$ cat config.mk
export PLATFORM = sky130hd
export DESIGN_NAME = char_bbox_locate
export DESIGN_NICKNAME = d
export VERILOG_FILES = /design/src/rtl/char_bbox_locate.sv
export SDC_FILE = /design/constraint.sdc
export NUM_CORES = 1
export LEC_CHECK = 0
export CORE_MARGIN = 2
export CORE_UTILIZATION = 50
export CTS_CLUSTER_SIZE = 28
export DETAILED_ROUTE_END_ITERATION = 6
export DONT_BUFFER_PORTS = 1
export SLEW_MARGIN = 10
export SYNTH_ARGS = -nofsm -noshare
export SYNTH_HDL_FRONTEND = slang
export SYNTH_SLANG_ARGS = --single-unit
$ cat constraint.sdc
create_clock -name pixel_clk -period 4.7 [get_ports pixel_clk]
set_input_delay 0.235 -clock pixel_clk [delete_from_list [all_inputs] [get_ports pixel_clk]]
set_output_delay 0.235 -clock pixel_clk [all_outputs]
set_load 0.1 [all_outputs]
$ cat src/rtl/char_bbox_locate.sv
// Per-frame character bounding-box locator: thresholds video, tracks foreground extent,
// publishes a margin-padded box at each vsync. Optional border overlay: CHAR_BBOX_OVERLAY_EN.
module char_bbox_locate #(
  parameter logic [11:0] H_ACTIVE  = 12'd640,
  parameter logic [11:0] V_ACTIVE  = 12'd480,
  parameter logic [7:0]  FG_THRESH = 8'd128,
  parameter logic [19:0] MIN_PIX   = 20'd16,
  parameter logic [11:0] MARGIN    = 12'd2
) (
  input  logic        pixel_clk,
  input  logic        reset_n,
  input  logic [23:0] i_rgb,
  input  logic        i_hsync,
  input  logic        i_vsync,
  input  logic        i_de,
  input  logic [11:0] hcount,
  input  logic [11:0] vcount,
  output logic [23:0] o_rgb,
  output logic        o_hsync,
  output logic        o_vsync,
  output logic        o_de,
  output logic [11:0] hcount_l,
  output logic [11:0] hcount_r,
  output logic [11:0] vcount_l,
  output logic [11:0] vcount_r,
  output logic        bbox_valid,
  output logic [2:0]  frame_cnt
);

  // state  | meaning
  // IDLE   | after reset, accumulators held clear until first vsync edge
  // ACCUM  | accumulating foreground extent for the current frame
  // LATCH  | one cycle: publish box, clear accumulators
  typedef enum logic [1:0] {S_IDLE, S_ACCUM, S_LATCH} state_t;

  state_t state_q, state_d;

  logic        vs_q;
  logic        vs_rise;
  logic        qual;
  logic [11:0] min_h_q, min_h_d, max_h_q, max_h_d;
  logic [11:0] min_v_q, min_v_d, max_v_q, max_v_d;
  logic [19:0] pix_cnt_q, pix_cnt_d;
  logic [11:0] hl_q, hl_d, hr_q, hr_d, vl_q, vl_d, vr_q, vr_d;
  logic        valid_q, valid_d;
  logic [2:0]  fc_q, fc_d;
  logic [23:0] rgb_q, rgb_d;
  logic        hs_q, de_q;
  logic [12:0] hr_ext, vr_ext;
  logic [11:0] h_max, v_max;

  assign h_max   = H_ACTIVE - 12'd1;
  assign v_max   = V_ACTIVE - 12'd1;
  assign vs_rise = i_vsync & ~vs_q;
  assign qual    = i_de && (hcount < H_ACTIVE) && (vcount < V_ACTIVE)
                   && (i_rgb[15:8] < FG_THRESH);

  always_ff @(posedge pixel_clk) begin
    if (!reset_n) state_q <= S_IDLE;
    else          state_q <= state_d;
  end

  always_comb begin
    state_d = state_q;
    case (state_q)
      S_IDLE:  if (vs_rise) state_d = S_ACCUM;
      S_ACCUM: if (vs_rise) state_d = S_LATCH;
      S_LATCH: state_d = S_ACCUM;
      default: state_d = S_IDLE;
    endcase
  end

  // Accumulators only move in ACCUM; IDLE and LATCH both leave them clear.
  always_comb begin
    min_h_d   = min_h_q;
    max_h_d   = max_h_q;
    min_v_d   = min_v_q;
    max_v_d   = max_v_q;
    pix_cnt_d = pix_cnt_q;
    if (state_q != S_ACCUM) begin
      min_h_d   = 12'hFFF;
      max_h_d   = 12'd0;
      min_v_d   = 12'hFFF;
      max_v_d   = 12'd0;
      pix_cnt_d = 20'd0;
    end else if (qual) begin
      if (hcount < min_h_q) min_h_d = hcount;
      if (hcount > max_h_q) max_h_d = hcount;
      if (vcount < min_v_q) min_v_d = vcount;
      if (vcount > max_v_q) max_v_d = vcount;
      if (pix_cnt_q != 20'hFFFFF) pix_cnt_d = pix_cnt_q + 20'd1;
    end
  end

  // Right/bottom edges computed one bit wider so the margin cannot wrap.
  assign hr_ext = {1'b0, max_h_q} + {1'b0, MARGIN};
  assign vr_ext = {1'b0, max_v_q} + {1'b0, MARGIN};

  always_comb begin
    hl_d    = hl_q;
    hr_d    = hr_q;
    vl_d    = vl_q;
    vr_d    = vr_q;
    valid_d = valid_q;
    fc_d    = fc_q;
    if (state_q == S_LATCH) begin
      fc_d = fc_q + 3'd1;
      if (pix_cnt_q >= MIN_PIX) begin
        hl_d    = (min_h_q >= MARGIN) ? min_h_q - MARGIN : 12'd0;
        vl_d    = (min_v_q >= MARGIN) ? min_v_q - MARGIN : 12'd0;
        hr_d    = (hr_ext > {1'b0, h_max}) ? h_max : hr_ext[11:0];
        vr_d    = (vr_ext > {1'b0, v_max}) ? v_max : vr_ext[11:0];
        valid_d = 1'b1;
      end else begin
        valid_d = 1'b0;
      end
    end
  end

`ifdef CHAR_BBOX_OVERLAY_EN
  logic in_hspan, in_vspan, on_col, on_row;
  assign in_hspan = (hcount >= hl_q) && (hcount <= hr_q);
  assign in_vspan = (vcount >= vl_q) && (vcount <= vr_q);
  assign on_col   = ((hcount == hl_q) || (hcount == hr_q)) && in_vspan;
  assign on_row   = ((vcount == vl_q) || (vcount == vr_q)) && in_hspan;
  assign rgb_d    = (i_de && valid_q && (on_col || on_row)) ? 24'hFF0000 : i_rgb;
`else
  assign rgb_d    = i_rgb;
`endif

  always_ff @(posedge pixel_clk) begin
    if (!reset_n) begin
      vs_q      <= 1'b0;
      min_h_q   <= 12'hFFF;
      max_h_q   <= 12'd0;
      min_v_q   <= 12'hFFF;
      max_v_q   <= 12'd0;
      pix_cnt_q <= 20'd0;
      hl_q      <= 12'd0;
      hr_q      <= h_max;
      vl_q      <= 12'd0;
      vr_q      <= v_max;
      valid_q   <= 1'b0;
      fc_q      <= 3'd0;
      rgb_q     <= 24'd0;
      hs_q      <= 1'b0;
      de_q      <= 1'b0;
    end else begin
      vs_q      <= i_vsync;
      min_h_q   <= min_h_d;
      max_h_q   <= max_h_d;
      min_v_q   <= min_v_d;
      max_v_q   <= max_v_d;
      pix_cnt_q <= pix_cnt_d;
      hl_q      <= hl_d;
      hr_q      <= hr_d;
      vl_q      <= vl_d;
      vr_q      <= vr_d;
      valid_q   <= valid_d;
      fc_q      <= fc_d;
      rgb_q     <= rgb_d;
      hs_q      <= i_hsync;
      de_q      <= i_de;
    end
  end

  assign o_rgb      = rgb_q;
  assign o_hsync    = hs_q;
  assign o_vsync    = vs_q;
  assign o_de       = de_q;
  assign hcount_l   = hl_q;
  assign hcount_r   = hr_q;
  assign vcount_l   = vl_q;
  assign vcount_r   = vr_q;
  assign bbox_valid = valid_q;
  assign frame_cnt  = fc_q;

endmodule

==> flow_summary.ini, run 1 <==
[die]
die_h_um = 125
die_w_um = 125
row_count = 44
io_pins = 132
die_area_um2 = 15500
start_util_pct = 50.7
coreArea_um2 = 14400

[critical_path]
cpPeakStageDelay_ns = 0.94
crit_start = pix_cnt_q[14]
crit_arrival_ns = 3.08
cp_max_fo = 54
rr_startpoint = pix_cnt_q[14]
cp-start-kind = flop
worstSetupPathType = reg -> reg
path_cells = nor4_1, a41o_2, nand2_1, nor2_1, a21oi_1
crit_path_top_delay_cell = a41o_2
end_kind = flop
cp.required_ns = 5.00

[power_and_ir_drop]
finalPower_uw = 2890
p_leak_uw = 0.00320
ir_worst_vdd_mv = 0.252
power-per-cell-area_nw_per_um2 = 342

[synth]
synth_common_cells = 149 x dfxtp_1, 94 x nor2_1, 55 x ha_1
synth_area_per_cell_um2 = 8.92
synth_most_common_cell = dfxtp_1
synth_top_area_cell = dfxtp_1
netlist.area_leader.share_pct = 41.0
synth_edf_count = 0
ys_ff_latch = 149
netlist_area_um2 = 7280
synthesis.nets = 924
synth_area_leaders = dfxtp_1 41%, ha_1 9.5%, nor2_1 4.8%
ys_types = 63
synthFlopType = dfxtp_1
ys_seq_area_share_pct = 41.0
yosysWarnings = 0
synthArstFlopShare_pct = 0
netlist_instances = 816

[place]
hpwlAfterDp_um = 12700
dp_cells = 964
port_buffers = 0
globalplace.congestion = 0.867

[sta]
min_period_ns = 2.78
setup_tns_ns = 0
fmax_ghz = 0.360
rsz0062_at_grt = false
finalHoldViolations = 0
tightest_slew_ns = 1.15
fin_crit_sh_pct = 59.1
clock_skew_ns = 0.00897
drv_slew = 0
max_slew_margin_pct = 22.9
finalSetupViolCount = 0

[cells_and_area]
multi_input_area_um2 = 3920
final_nets = 954
synthToLayoutAreaGrowth_pct = 15.7
fin_cells = 1043
regArea_um2 = 2980
fillers = 1251
antennaDiodeCount = 0
drive_above_1_share_pct = 6.05

[clock_tree]
cts_tree = yes
clock_path_buffers = 2
cts-root-buf = clkbuf_16
cts_resized = 0
cts_buffers = 17
cts.sinks = 149
path_clk_slew_ns = 0.07
cts_max_level = 4
clkLatencyLatePin_ns = 0.42
post_cts_buffers = 0

[global_routing]
grt_pass1_wl_um = 30300
antenna_found_initial = 0
grt_pass1_vias = 6106
grt_max_degree = 59
grtUsageTotal_pct = 23.9
grt_overflow = 0

[worst_hold_path]
worstHoldStart = hcount[5]
hold_path.class = in -> reg

[route]
drt_drc_violations_left = 0
vias = 6056
firstDrtPassIters = 5
ant_nets = 0
wl_per_cell_um = 17.4
vias_per_cell = 5.81
drtIter0Drc = 378
finalWirelength_um = 18200

[run]
max-cap-violations = 0

[outcome]
status = finished, final reports clean
## final timing paths
check | end | slack [ns] | cells past startpoint
setup reg to reg | vcount_r[2] | 1.92 | 5
hold / removal | min_h_q[5] | 0.01 | 2
setup / recovery | vcount_r[2] | 1.92 | 5
hold reg to reg | max_v_q[11] | 0.47 | 2
## metal layers
metal / vias up / part of all wire, % / GRT usage [%]
met5: - / 0 / 0
li1: 2978 / - / -
met2: 153 / 51 / 42.8
met4: 0 / 2.3 / 8.53
met3: 29 / 4.4 / 5.80
met1: 2896 / 43 / 27.6
## stage by stage
step	area, um2	hold slack (ns)	setup slack, ns	utilization (%)
2_1_floorplan	7280	0.357	2.65	-
3_3_place_gp	7350	0.321	2.12	51.2
3_5_place_dp	7350	0.325	2.02	51.2
4_1_cts	8430	0.000918	1.98	58.6
5_1_grt	8430	0.0271	1.68	58.6
6_report	8430	0.0120	1.92	58.6
## cells by family (layout without fill, tap and decap cells)
kind of cell	after synthesis	count (layout)	share of synthesized area [%]
mux	23	23	3.16
simple gates	302	302	22.0
buf+inv	91	134	5.24
fa+ha+maj	55	55	9.45
compound gates	150	150	13.7
xor+xnor	46	46	5.53
flops	149	149	41.0
## registers in the layout (all words and copies together), names as in the netlist
signal      flops
bbox_valid      1
frame_cnt       3
hcount_r       12
max_h_q        12
pix_cnt_q      20
min_h_q        12
o_hsync         1
vcount_l       12
min_v_q        12
o_vsync         1
hcount_l       12
o_de            1
max_v_q        12
o_rgb          24
vcount_r       12
state_q         2
## critical path: cells and delay by family (launching register included)
family,cells,cell delay [ns]
AOI/OAI and AO/OA,2,1.01
and+or+nand+nor,3,1.29
DFF,1,0.35
## cell usage in the layout, fill, tap and decap left out, types with 21 or more instances in the layout
cell type	instances
and2_1	29
o21ai_0	21
dlygate4sd3_1	47
nor2_1	94
a21oi_1	47
mux2i_1	23
dfxtp_1	149
xnor2_1	31
ha_1	55
inv_1	51
nand3_1	31
nand2_1	31
nor3_1	30
## cell type report
cell class	instances	share of cell area, %
inverters	51	2.27
clock buffers	17	5.05
clock inverters	15	2.12
repair buffers	51	5.94
multi-input cells	576	46.5
well taps	184	2.73
flip-flops and latches	149	35.4
## power breakdown
group	internal, uW	switching [uW]	total, uW
combinational	56.6	63.2	120
sequential	1280	98.8	1380
clock	807	583	1390
## timing repair
item / 4_1_cts / 5_1_grt
hold buffers: 47 / 0
setup endpoints to repair: 0 / 0
endpoints found under the hold margin: 69 / 0
No activity file was read; power rests on OpenSTA's default activity.
==> run 2: changes to the inputs <==
Settings changed: PLACE_DENSITY set to 0.68.
Clock period 4.7 ns to 2.2 ns, I/O delays scaled along.
==> run 2 against run 1 <==
  * Clock-buffer cell count unchanged
  * Clock skew increased by 0.0023 ns
  * Critical path type unchanged
  * Critical endpoint is now min_h_q[3]
  * Largest power group unchanged
  * Worst hold slack improved by 0.063 ns
==> flow_summary.ini, run 2 (synthesis gave the netlist of run 1 again) <==
[route]
ant_nets = 0
wl_per_cell_um = 17.4
drt_drc_violations_left = 0
vias_per_cell = 5.74
finalWirelength_um = 19900
drtIter0Drc = 492
firstDrtPassIters = 5
vias = 6564

[critical_path]
cp.required_ns = 2.56
r2r_slack_ns = 0.10
cp_max_fo = 10
crit_arrival_ns = 2.46
cp-start-kind = flop
end_kind = flop
worstSetupPathType = reg -> reg

[sta]
fmax_ghz = 0.477
finalHoldViolations = 0
drv_slew = 0
max_slew_margin_pct = 36.1
min_period_ns = 2.10
clock_skew_ns = 0.0113
tightest_slew_ns = 0.957
finalSetupViolCount = 0
fin_crit_sh_pct = 95.4
setup_slack_ns = 0.102

[cells_and_area]
final_cell_mix = 145 x dfxtp_1, 96 x buf_4, 94 x nor2_1, 54 x ha_1, 54 x dlygate4sd3_1
drive_above_1_share_pct = 16.7
largest_register_ffs = 24
final_nets = 1055
antennaDiodeCount = 0
synthToLayoutAreaGrowth_pct = 27.6
final_common_cell = dfxtp_1

[clock_tree]
cts_tree = yes
clock_path_buffers = 2
post_cts_buffers = 0
clkLatencyLatePin_ns = 0.44
cts-root-buf = clkbuf_16
cts.sinks = 149
path_clk_slew_ns = 0.07
cts_max_level = 4
cts_buffers = 17

[power_and_ir_drop]
p_leak_uw = 0.00373
finalPower_uw = 6160
power-per-cell-area_nw_per_um2 = 664
ir_worst_vdd_mv = 0.487

[global_routing]
grt_overflow = 0
grt_pass1_wl_um = 32800
grt_pass1_vias = 6647
grtUsageTotal_pct = 25.9
grt_max_degree = 37
antenna_found_initial = 0

[die]
io_pins = 132
row_count = 44
die_h_um = 125
start_util_pct = 50.7
die_w_um = 125
die_area_um2 = 15500
coreArea_um2 = 14400

[place]
port_buffers = 0
post-place-ws_ns = 0.00772
hpwlAfterDp_um = 13500
globalplace.congestion = 0.871

[worst_hold_path]
hold_path.class = in -> reg

[outcome]
status = finished, final reports clean

[run]
max-cap-violations = 0
[run 2: cell types whose count changed in the layout (fill, tap and decap cells not counted), moves of 2 or more]
cell | before | now
buf_4 | 4 | 96
bufinv_16 | 2 | 0
clkinv_8 | 0 | 5
dfxtp_1 | 149 | 145
dfxtp_2 | 0 | 4
dlygate4sd3_1 | 47 | 54
inv_6 | 7 | 2
inv_8 | 4 | 6
nor4_1 | 17 | 13
nor4_2 | 0 | 4
[run 2: path summary, 6_finish.rpt]
kind           startpoint      endpoint  depth (start not counted)
max           min_h_q[11]    min_h_q[3]                          7
max reg2reg   min_h_q[11]    min_h_q[3]                          7
min reg2reg  frame_cnt[1]  frame_cnt[1]                          2
min               reset_n   vcount_r[3]                          4
[run 2: per-layer routing]
layer / global-route usage [%] / share of wire, % / wire, um / vias up
met5: 0 / 0 / 0 / -
met4: 9.78 / 2.9 / 578 / 0
met3: 5.88 / 6.4 / 1270 / 43
met2: 45.6 / 49 / 9770 / 231
met1: 30.5 / 42 / 8310 / 3126
li1: - / - / - / 3164
[run 2: what timing repair did]
item | CTS | global route
hold buffers | 55 | 0
endpoints found under the hold margin | 76 | 0
pin swaps | 0 | 0
endpoints found under the setup margin | 16 | 55
cloned | 0 | 0
gates resized for setup | 2 | 16
[run 2: area by class of cell]
cell class	count	area (um2)
fillers	1168	5080
multi-input cells	576	3980
flip-flops and latches	149	2990
repair buffers	152	1290
clock buffers	17	425
well taps	184	230
inverters	51	191
clock inverters	15	181
[run 2: where the power goes]
part	switching, uW	total (uW)	leakage [uW]	internal, uW
sequential	92.8	2820	0.00121	2730
clock	1380	2920	0.000290	1540
combinational	269	425	0.00223	157
total	1740	6160	0.00373	4420
[run 2: critical path: stages, from the launching register on]
cell and delay (ns):
dfxtp_1 0.36, inv_1 0.09, ha_1 0.33, nand4_1 0.16, o41ai_1 0.56, buf_4 0.27
nor4_1 0.07, a31oi_1 0.19
[run 2: stage by stage]
stage               setup TNS [ns]  hold WS (ns)  utilization (%)  instance area [um2]  cells
floorplan                        0         0.232                -                 7280    816
global placement                 0         0.201             56.1                 8060   1057
detailed placement               0         0.203             56.1                 8060   1057
CTS                              0        0.0666             64.2                 9230   1144
global route                -0.368        0.0924             64.6                 9290   1144
finish                           0        0.0746             64.6                 9290   1144
==> run 3: changes to the inputs <==
Settings changed: PLACE_DENSITY 0.68 to 0.8.
==> run 3 against run 2 <==
  * Utilization up 0.24 points
  * Combinational power down 18%
  * Non-clock buffer count up 5
  * Register-to-register slack about the same
  * Worst setup slack better by 0.0037 ns
  * Sequential share of layout area down 0.16 points
  * Via count up 2.5%
==> flow_summary.ini, run 3 (synthesis gave the netlist of run 1 again) <==
[global_routing]
grt_pass1_vias = 6693
grt_pass1_wl_um = 32900
grt_max_degree = 34
grtUsageTotal_pct = 26.1
grt_overflow = 0
antenna_found_initial = 0

[critical_path]
cp-start-kind = flop
worstSetupPathType = reg -> reg
crit_arrival_ns = 2.40
path_cells = inv_1, ha_1, a21o_1, a21o_1, a211oi_1, o41ai_2, buf_4, nor4_1, a31oi_1
cp_common_cell = a21o_1
cpPeakStageDelay_ns = 0.32
crit_path_top_delay_cell = dfxtp_1
cp_max_fo = 10
cp.required_ns = 2.51
end_kind = flop

[sta]
max_slew_margin_pct = 35.0
tightest_slew_ns = 0.973
min_period_ns = 2.09
setup_tns_ns = 0
drv_slew = 0
finalSetupViolCount = 0
finalHoldViolations = 0
clock_skew_ns = 0.0120
fin_crit_sh_pct = 95.2
fmax_ghz = 0.477
rsz0062_at_grt = false

[cells_and_area]
largest_register_ffs = 24
final_util_pct = 64.9
final_cell_mix = 148 x dfxtp_1, 98 x buf_4, 94 x nor2_1, 57 x dlygate4sd3_1, 54 x ha_1
final_common_cell = dfxtp_1
synthToLayoutAreaGrowth_pct = 28.0
drive_above_1_share_pct = 16.0
fin_cells = 1150
stdcell_area_um2 = 9320
antennaDiodeCount = 0
fillers = 1117
final_nets = 1061

[die]
start_util_pct = 50.7
die_area_um2 = 15500
die_w_um = 125
coreArea_um2 = 14400
row_count = 44
io_pins = 132
die_h_um = 125

[power_and_ir_drop]
ir_worst_vdd_mv = 0.539
finalPower_uw = 6130
power-per-cell-area_nw_per_um2 = 657
p_leak_uw = 0.00374

[route]
finalWirelength_um = 20400
vias = 6731
firstDrtPassIters = 5
vias_per_cell = 5.85
ant_nets = 0
drt_drc_violations_left = 0
drtIter0Drc = 539
wl_per_cell_um = 17.8

[clock_tree]
cts_buffers = 17
post_cts_buffers = 0
path_clk_slew_ns = 0.06
clock_path_buffers = 2
clkLatencyLatePin_ns = 0.43
cts_max_level = 4
cts-root-buf = clkbuf_16
cts_tree = yes
cts.sinks = 149

[place]
dp_cells = 1059
dpl_cell_area_um2 = 8080
hpwlAfterDp_um = 13100
port_buffers = 0
globalplace.congestion = 0.892

[outcome]
status = finished, final reports clean

[run]
max-cap-violations = 0

[worst_hold_path]
hold_path.class = in -> reg
run 3: what timing repair did:
| action | CTS | global route |
|---|---|---|
| hold buffers | 58 | 0 |
| setup endpoints to repair | 19 | 43 |
| gates cloned | 0 | 1 |
| endpoints found under the hold margin | 77 | 0 |
| pin swaps | 0 | 1 |
| resized for setup | 2 | 12 |
run 3: final timing paths:
kind,from,end,slack (ns),cells past startpoint
setup / recovery,min_h_q[9],min_h_q[8],0.11,9
hold reg to reg,vcount_l[9],vcount_l[9],0.46,2
setup reg to reg,min_h_q[9],min_h_q[8],0.11,9
hold / removal,reset_n,hcount_r[0],0.18,3
run 3: cell type report:
cell class | instances | area [um2] | area share, %
multi-input cells | 577 | 3990 | 42.8
inverters | 51 | 191 | 2.05
well taps | 184 | 230 | 2.47
clock buffers | 24 | 492 | 5.28
repair buffers | 157 | 1340 | 14.4
flip-flops and latches | 149 | 2980 | 32.0
clock inverters | 8 | 97.6 | 1.05
run 3: per-layer routing:
layer | share of wire, % | global-route usage [%] | vias up
li1 | - | - | 3189
met1 | 40 | 29.2 | 3141
met2 | 49 | 45.7 | 318
met3 | 6.5 | 5.93 | 83
met4 | 4.4 | 14.3 | 0
met5 | 0 | 0 | -
run 3: worst max-delay path, delay by kind of cell (launching register included):
family,cells,cell delay (ns)
AO/OA/AOI/OAI,5,0.87
buffers and inverters,2,0.26
AND/OR/NAND/NOR,1,0.23
flip-flops,1,0.32
adder cells (fa/ha/maj),1,0.29
run 3: stage by stage:
stage	hold slack (ns)	worst slack, ns
3_3_place_gp	0.203	0.0670
3_5_place_dp	0.206	-0.0546
5_1_grt	0.202	0.0238
2_1_floorplan	0.232	0.146
6_report	0.182	0.105
4_1_cts	0.152	0.0276
run 3: report_power, final:
group          internal (uW)  switching [uW]
Sequential              2730             171
Clock                   1780            1100
Combinational            149             199
Total                   4660            1470
